`src/rtl/gray_stream_decoder_pkg.sv`:
```
// Shared definitions for the gray stream decoder slice.
// Holds the state encoding, direction codes and the error saturation limit.
package gray_pkg;

    typedef enum logic [1:0] {
        HUNT = 2'd0,
        SYNC = 2'd1,
        LOCK = 2'd2
    } state_e;

    localparam logic       DIR_UP  = 1'b0;
    localparam logic       DIR_DN  = 1'b1;
    localparam logic [7:0] ERR_SAT = 8'hFF;

endpackage

```
`src/rtl/gray_stream_decoder_if.sv`:
```
// Stream bus between the gray pattern source and the decoder.
// master: drives vld/dir/g/clr, receives status; slave: the decoder.
interface gray_stream_if #(
    parameter int W = 8
);
    logic         vld;
    logic         dir;
    logic [W-1:0] g;
    logic         clr;
    logic [W-1:0] bin;
    logic         bin_vld;
    logic         locked;
    logic         err;
    logic [7:0]   err_cnt;

    modport master (
        output vld, dir, g, clr,
        input  bin, bin_vld, locked, err, err_cnt
    );

    modport slave (
        input  vld, dir, g, clr,
        output bin, bin_vld, locked, err, err_cnt
    );
endinterface

```
`src/rtl/gray_stream_decoder_gray2bin.sv`:
```
// Combinational gray-to-binary converter.
// Ports: g_i gray word in, b_o binary word out.
module gray2bin #(
    parameter int W = 8
) (
    input  logic [W-1:0] g_i,
    output logic [W-1:0] b_o
);
    // Each binary bit is the XOR of all gray bits at or above it.
    always_comb begin
        b_o = '0;
        for (int i = 0; i < W; i++) begin
            b_o[i] = ^(g_i >> i);
        end
    end
endmodule

```
`src/rtl/gray_stream_decoder.sv`:
```
// Decodes a gray-count stream, tracks up/down continuity and lock.
// Ports: clk, rs (async active-high reset), s (gray_stream_if slave).
module gray_stream_decoder
    import gray_pkg::*;
#(
    parameter int W        = 8,
    parameter int LOCK_CNT = 4
) (
    input  logic          clk,
    input  logic          rs,
    gray_stream_if.slave  s
);
    localparam logic [3:0] LOCK_N = 4'(LOCK_CNT);

    state_e       state_q, state_d;
    logic [W-1:0] prev_q, prev_d;
    logic [3:0]   match_q, match_d;
    logic [W-1:0] bin_q, bin_d;
    logic         bin_vld_q, bin_vld_d;
    logic         locked_q, locked_d;
    logic         err_q, err_d;
    logic [7:0]   err_cnt_q, err_cnt_d;

    logic [W-1:0] b;
    logic [W-1:0] expd;
    logic         hit;

    gray2bin #(.W(W)) u_g2b (
        .g_i (s.g),
        .b_o (b)
    );

    // Expected word follows the direction sampled with this word.
    assign expd = (s.dir == DIR_DN) ? prev_q - 1'b1
                                    : prev_q + 1'b1;
    assign hit  = (b == expd);

    always_ff @(posedge clk or posedge rs) begin
        if (rs) begin
            state_q   <= HUNT;
            prev_q    <= '0;
            match_q   <= '0;
            bin_q     <= '0;
            bin_vld_q <= 1'b0;
            locked_q  <= 1'b0;
            err_q     <= 1'b0;
            err_cnt_q <= '0;
        end else begin
            state_q   <= state_d;
            prev_q    <= prev_d;
            match_q   <= match_d;
            bin_q     <= bin_d;
            bin_vld_q <= bin_vld_d;
            locked_q  <= locked_d;
            err_q     <= err_d;
            err_cnt_q <= err_cnt_d;
        end
    end

    always_comb begin
        state_d   = state_q;
        prev_d    = prev_q;
        match_d   = match_q;
        bin_d     = bin_q;
        bin_vld_d = 1'b0;
        locked_d  = locked_q;
        err_d     = 1'b0;
        if (s.vld) begin
            bin_d     = b;
            bin_vld_d = 1'b1;
            prev_d    = b;
            unique case (state_q)
                HUNT: begin
                    match_d = 4'd1;
                    state_d = SYNC;
                end
                SYNC: begin
                    if (hit) begin
                        match_d = match_q + 4'd1;
                        if (match_d == LOCK_N) begin
                            state_d  = LOCK;
                            locked_d = 1'b1;
                        end
                    end else begin
                        // Out-of-sequence word restarts the count.
                        match_d = 4'd1;
                    end
                end
                LOCK: begin
                    if (!hit) begin
                        err_d    = 1'b1;
                        locked_d = 1'b0;
                        match_d  = 4'd1;
                        state_d  = SYNC;
                    end
                end
                default: begin
                    state_d  = HUNT;
                    locked_d = 1'b0;
                end
            endcase
        end
    end

    // Clear beats a simultaneous error.
    always_comb begin
        err_cnt_d = err_cnt_q;
        if (s.clr) begin
            err_cnt_d = '0;
        end else if (err_d && err_cnt_q != ERR_SAT) begin
            err_cnt_d = err_cnt_q + 8'd1;
        end
    end

    assign s.bin     = bin_q;
    assign s.bin_vld = bin_vld_q;
    assign s.locked  = locked_q;
    assign s.err     = err_q;
    assign s.err_cnt = err_cnt_q;
endmodule

```
`src/flat_wrapper.sv`:
```
// flat-port wrapper written by rule: the top's interface ports become plain ports
module gray_stream_decoder_flat import gray_pkg::*;
#(
    parameter int W        = 8,
    parameter int LOCK_CNT = 4
)
  (clk, rs, s_vld, s_dir, s_g, s_clr, s_bin, s_bin_vld, s_locked, s_err, s_err_cnt);
  gray_stream_if #(.W(W)) s_i ();
  input  logic clk;
  input  logic rs;
  input wire logic [$bits(s_i.vld)-1:0] s_vld;
  input wire logic [$bits(s_i.dir)-1:0] s_dir;
  input wire logic [$bits(s_i.g)-1:0] s_g;
  input wire logic [$bits(s_i.clr)-1:0] s_clr;
  output wire logic [$bits(s_i.bin)-1:0] s_bin;
  output wire logic [$bits(s_i.bin_vld)-1:0] s_bin_vld;
  output wire logic [$bits(s_i.locked)-1:0] s_locked;
  output wire logic [$bits(s_i.err)-1:0] s_err;
  output wire logic [$bits(s_i.err_cnt)-1:0] s_err_cnt;
  assign s_i.vld = s_vld;
  assign s_i.dir = s_dir;
  assign s_i.g = s_g;
  assign s_i.clr = s_clr;
  assign s_bin = s_i.bin;
  assign s_bin_vld = s_i.bin_vld;
  assign s_locked = s_i.locked;
  assign s_err = s_i.err;
  assign s_err_cnt = s_i.err_cnt;
  gray_stream_decoder #(.W(W), .LOCK_CNT(LOCK_CNT)) u_core (.clk(clk), .rs(rs), .s(s_i));
endmodule
```
`config.mk`:
```
export PLATFORM = sky130hd
export DESIGN_NAME = gray_stream_decoder_flat
export DESIGN_NICKNAME = d
export VERILOG_FILES = /design/src/rtl/gray_stream_decoder_pkg.sv /design/src/rtl/gray_stream_decoder_if.sv /design/src/rtl/gray_stream_decoder_gray2bin.sv /design/src/rtl/gray_stream_decoder.sv /design/src/flat_wrapper.sv
export SDC_FILE = /design/constraint.sdc
export NUM_CORES = 1
export LEC_CHECK = 0
export CAP_MARGIN = 20
export CORE_MARGIN = 4
export CORE_UTILIZATION = 52
export DETAILED_ROUTE_END_ITERATION = 10
export PLACE_DENSITY = 0.88
export SYNTH_ARGS = -nofsm -noshare
export SYNTH_HDL_FRONTEND = slang
export SYNTH_SLANG_ARGS = --single-unit
```
`constraint.sdc`:
```
create_clock -name clk -period 3.3 [get_ports clk]
set_input_delay 0.66 -clock clk [delete_from_list [all_inputs] [get_ports clk]]
set_output_delay 0.66 -clock clk [all_outputs]
set_load 0.02 [all_outputs]
```
* Word level (Yosys, flattened, before mapping)
Index checks and enable logic that the tools add are counted.
** Operators by class
- Add/sub/neg operators :: 4
- Equality and inequality tests :: 8
- Mux-type cells :: 18
- Bitwise logic cells :: 1
- Reductions and logical operators :: 15
** Operators by type and width (number)
- 8-bit XOR reduction :: 8
- 8-bit two-way mux :: 3
- 8-bit by 1-bit adder with 8-bit output (second input constant) :: 2
- 4-bit one-hot mux with 3 select lines :: 1
- 8-bit equality test :: 1
- 4-bit two-way mux :: 2
- 8-bit inequality test (second input constant) :: 1
- 8-bit by 1-bit subtractor with 8-bit output (second input constant) :: 1
- 1-bit two-way mux :: 7
- 2-bit two-way mux :: 3
- 2-bit one-hot mux with 3 select lines :: 1
- 5-bit AND reduction :: 1
- 4-bit by 1-bit adder with 4-bit output (second input constant) :: 1
- 4-bit by 3-bit equality test with 1-bit output (second input constant) :: 1
- 2-bit by 1-bit inequality test with 1-bit output (second input constant) :: 2
- 4-bit AND reduction :: 1
- 1-bit one-hot mux with 3 select lines :: 1
- 3-bit AND reduction :: 1
- 3-bit nonzero test :: 1
- 2-bit by 1-bit equality test with 1-bit output (second input constant) :: 1
- 2-bit equality test (second input constant) :: 1
- 2-bit zero test :: 1
- 2-bit inequality test (second input constant) :: 1
- 2-bit nonzero test :: 1
- other kinds (2) :: 2
** Word-level totals
- Flip-flop bits (word level) :: 25
- Input bits :: 13
- Output and inout bits :: 19

* Depth between registers and ports, before layout
- Depth after elaboration :: 9
- Depth in mapped cells :: 12
- Mapped depth without buffers :: 10

* Hierarchy
A second synthesis with hierarchy kept.
** Unflattened totals
- Cells, all modules :: 183
- Area total of the unflattened synthesis :: 1796.7 um^2
** Modules (own cells, without submodules)
- gray_stream_decoder :: times used 1, cells each 173, area an instance 1671.6 um^2
- gray2bin :: times used 1, cells each 10, area an instance 125.1 um^2

* Worst setup path before layout
Ideal clock, no wire load.
- Path kind :: input port to flip-flop
- Start :: in s_dir
- End :: reg u_core.err_cnt_q[4] (netlist: u_core.s.err_cnt[4])
- Library setup time :: 0.128 ns
- Data arrival time :: 3.082 ns
- Slack :: 0.091 ns
- Stages :: 11
- Cells stage by stage :: inv_1 -> fa_1 -> nand2b_1 -> a21oi_1 -> xnor2_1 -> or4_1 -> a221o_1 -> nor3_2 -> buf_6 -> nor4_1 -> mux2_1
** On the way
- Word-level cells in the longest chain between the ends :: 7
** RTL lines
- from (decl) :: line flat_wrapper.sv:12 : input wire logic [$bits(s_i.dir)-1:0] s_dir;
- 8-bit two-way mux :: line gray_stream_decoder.sv:34 : assign expd = (s.dir == DIR_DN) ? prev_q - 1'b1
- 8-bit equality test :: line gray_stream_decoder.sv:36 : assign hit = (b == expd);
- 1-bit two-way mux :: line gray_stream_decoder.sv:90 : if (!hit) begin
- 1-bit two-way mux :: line gray_stream_decoder.sv:72 : unique case (state_q)
- 1-bit two-way mux :: line gray_stream_decoder.sv:68 : if (s.vld) begin
- 1-bit logical AND :: line gray_stream_decoder.sv:110 : end else if (err_d && err_cnt_q != ERR_SAT) begin
- 2-bit nonzero test (no source line)
- to (signal assigned) :: line gray_stream_decoder.sv:56 : err_cnt_q <= err_cnt_d;
- to (decl) :: line gray_stream_decoder.sv:22 : logic [7:0] err_cnt_q, err_cnt_d;
No other way between the ends.
A chain may end at the register's enable or synchronous reset.

* Worst setup path after layout
- Start :: in s_g[5]
- End :: reg u_core.err_cnt_q[4] (netlist: u_core.s.err_cnt[4])
** On the way
- Word-level cells in the longest chain between the ends :: 7
- Elaborated cells on any way between the ends :: 12
- Classes of those cells :: eq/ne (1); mux (3); reduce/logical (8)
** RTL lines
- from (decl) :: line flat_wrapper.sv:13 : input wire logic [$bits(s_i.g)-1:0] s_g;
- 8-bit XOR reduction :: line gray_stream_decoder_gray2bin.sv:13 : b_o[i] = ^(g_i >> i);
- 8-bit equality test * :: line gray_stream_decoder.sv:36
- 1-bit two-way mux * :: line gray_stream_decoder.sv:90
- 1-bit two-way mux * :: line gray_stream_decoder.sv:72
- 1-bit two-way mux * :: line gray_stream_decoder.sv:68
- 1-bit logical AND * :: line gray_stream_decoder.sv:110
- 2-bit nonzero test (no source line) *
Mark *: on every way between the ends. The rest lies on a longest branch, timed or not.

==> flow_summary.toml <==
[synthesis]
synth_cell_types = 42
syn_avg_cell_area_sq_um = 9.233
synth_cells = 190
synthFlopType = "dfrtp_1"
synth-async-reset-ratio_pct = 100.0
yosysTopAreaCell = "dfrtp_1"
synth-seq-cells = 25
mappedNetlistArea_sq_um = 1754
synth_common_cells = "dfrtp_1 (25), nor2_1 (18), a21oi_1 (15)"
ys_warn_count = 0
ys_seq_area_share_pct = 35.66
mappedNetlistNets = 213
synth_top_area_share_pct = 35.66
post-synth-top-count-cell = "dfrtp_1"
synth_top_cells_by_area = "dfrtp_1 (36%), xnor2_1 (7.0%), ha_1 (6.4%)"
synth-edff-count = 0

[die]
die_y_um = 66.08
fp.dieW_um = 66.08
core_area_sq_um = 3128
dieArea_sq_um = 4367
rows = 20
num_io_pins = 32
initial_core_util_pct = 56.08

[routing]
route.vias.total = 1598
drc = 0
dr.first_iter.drc_count = 94
finalWirelength_um = 4005
drt-wirelength-per-cell_um = 13.91
antenna_left = 0
dr.pass1.iters = 4
post_drt_via_cell_ratio = 5.549

[sta]
hold_viol_final = 0
worst_slew_pin_slew_ns = 0.5175
fin_crit_ns = 3.228
finalSetupViolations = 0
max_slew_margin_pct = 65.24
timing.setup.tns_ns = 0
fin_skew_ns = 0.002109
max_freq_ghz = 0.3098
drv_slew = 0
rsz0062_at_grt = "no"
period_share_pct = 97.83

[worst_setup_path]
cp_cell_sequence = "clkdlybuf4s50_1, xnor3_2, xor2_4, or4_1, a221o_1, nor3_2, buf_6, nor4_1, mux2_1"
r2r.worst_path.cells = 11
crit_family = "simple AND/OR/NAND/NOR gates"
r2r_end = "u_core.s.err_cnt[4]$_DFFE_PP0P_"
critPathMaxStageDelay_ns = 0.49
rr_startpoint = "u_core.prev_q[1]$_DFFE_PP0P_"
critPathArrivalTime_ns = 3.46
end_kind = "register"
path_max_fanout = 7
crit_required_ns = 3.53
reg2reg_setup_slack_ns = 0.18
criticalPathCategory = "input pin to register"
critPathBufInv = 2
cp-start-kind = "input pin"
crit_path_top_delay_cell = "or4_1"

[pwr]
power.total_mw = 1.021
combPwrFrac_pct = 51.4
vdd_drop_max_mv = 0.3422
sw_frac_of_total_pct = 35.89
p_seq_share_pct = 34.1
internal_power_mw = 0.6547
clockPowerShare_pct = 14.5
power.density_nw_per_um2 = 432.5
p_leak_nw = 0.9977
switchingPower_mw = 0.3665

[cts]
cts_buffers = 3
root_buffer = "clkbuf_4"
clkSinkCount = 25
cts.clk_slew.worst_paths_ns = 0.15
insertion_delay_ns = 0.33
cts_tree = "done"
h-tree-depth = 1
cts_max_path_buffers = 2

[global_route]
grtUsageMet3_pct = 3.912
overflow = 0
grt_use_total_pct = 19.35
grt_pass1_vias = 1531
grt_max_degree = 26
gr-usage-met2_pct = 33.58
grt_pass1_wl_um = 6624
busiest_layer = "met2"
antenna_found_initial = 0
grt_use_met1_pct = 23.74

[cells_and_area]
num-nets-final = 268
multi_input_area_sq_um = 1087
utilization_pct = 75.48
fill_cells = 217
diodes = 0
stdcell_count = 288
drive_gt1_share_pct = 17.21
seq_area_sq_um = 625.6
area_delta_synth_final_pct = 34.59

[min_path]
hold_class = "input pin to async pin"

[outcome]
outcome = "completed"

[place]
placed_cells = 282
portBuffers = 31
place_congestion = 0.9126
dpl.hpwl_um = 2987

[job]
drv_cap = 0
worst register-to-register path: stages (launching register included):
cell and delay, ns:
dfrtp_1 0.42, inv_1 0.08, fa_1 0.41, nand2b_1 0.19
a21oi_2 0.14, xnor2_1 0.09, or4_1 0.51, a221o_1 0.41
nor3_2 0.22, buf_6 0.16, nor4_1 0.06, mux2_1 0.33
area by class of cell:
cell class / instances / area share, %
clock buffers: 3 / 0.9539
clock inverters: 1 / 0.3180
inverters: 7 / 1.113
multi-input cells: 151 / 46.05
flip-flops and latches: 25 / 26.50
well taps: 44 / 2.332
repair buffers: 57 / 22.73
power groups by stage:
stage	logic, mW	registers, mW	clock network [mW]
after global routing	0.571	0.351	0.169
after detailed placement	0.500	0.354	0
after global placement	0.485	0.353	0
final	0.525	0.349	0.148
after CTS	0.504	0.348	0.155
after floorplan	0.253	0.381	0
kinds of logic (layout without fill, tap and decap cells):
logic type | after synthesis | after routing | synth area share, %
simple gates | 73 | 73 | 21.47
compound gates | 36 | 36 | 12.63
mux | 10 | 10 | 6.134
fa+ha+maj | 10 | 10 | 7.561
xor+xnor | 22 | 22 | 12.70
buf+inv | 14 | 68 | 3.851
flops | 25 | 25 | 35.66
state kept, by name, summed over array words and instances (netlist names):
signal and cells:
u_core.state_q 2, u_core.match_q 4, u_core.prev_q 8, u_core.s.err_cnt 8
u_core.s.err 1, u_core.s.bin_vld 1, u_core.s.locked 1
metrics by stage:
step | hold slack (ns) | cell area [sq um] | worst slack (ns)
4_1_cts | 0.5420 | 2318 | 0.04309
2_1_floorplan | 0.4831 | 1754 | 0.09062
3_3_place_gp | 0.4989 | 2271 | -0.4816
5_1_grt | 0.4745 | 2361 | 0.005352
6_report | 0.5046 | 2361 | 0.07162
3_5_place_dp | 0.5222 | 2271 | -0.6076
layout by cell type, fill, tap and decap left out, types with 2 or more instances in the layout:
cell type	count
a21oi_1	14
clkdlybuf4s50_1	30
dfrtp_1	25
nor2_1	18
and3_1	2
nand2_1	11
or4_1	2
xnor2_1	13
xor2_1	5
clkbuf_4	3
mux2i_1	3
nand4_1	7
inv_1	7
nor3_1	6
mux2_2	3
and2_1	3
or3_1	4
o41ai_1	2
mux2_1	3
ha_1	9
xnor2_2	2
nand2b_1	5
nor2b_1	5
nand3_1	6
buf_4	23
a221oi_1	2
o21ai_0	9
per-layer routing:
layer	up-vias	wire (um)	part of all wire [%]
li1	790	-	-
met1	754	1699	42
met2	48	2100	52
met3	6	167	4.2
met4	0	38	0.95
met5	-	0	0
repair_timing:
| item | in CTS | in global routing |
|---|---|---|
| resized for setup | 2 | 6 |
| hold buffers | 0 | 0 |
| endpoints found under the setup margin | 16 | 14 |
| buffers inserted | 1 | 0 |
| pin swaps | 1 | 3 |
worst max-delay path by stage:
stage | depth (start not counted) | slack (ns) | start | end
floorplan | 11 | 0.09 | s_dir | u_core.s.err_cnt[4]$_DFFE_PP0P_
global placement | 12 | -0.48 | s_dir | u_core.s.err_cnt[4]$_DFFE_PP0P_
detailed placement | 12 | -0.61 | s_dir | u_core.s.err_cnt[3]$_DFFE_PP0P_
CTS | 11 | 0.04 | s_g[7] | u_core.s.err_cnt[5]$_DFFE_PP0P_
global route | 10 | 0.005 | s_g[5] | u_core.s.err_cnt[6]$_DFFE_PP0P_
finish | 9 | 0.07 | s_g[5] | u_core.s.err_cnt[4]$_DFFE_PP0P_
Power figures use the tool's default switching activity.
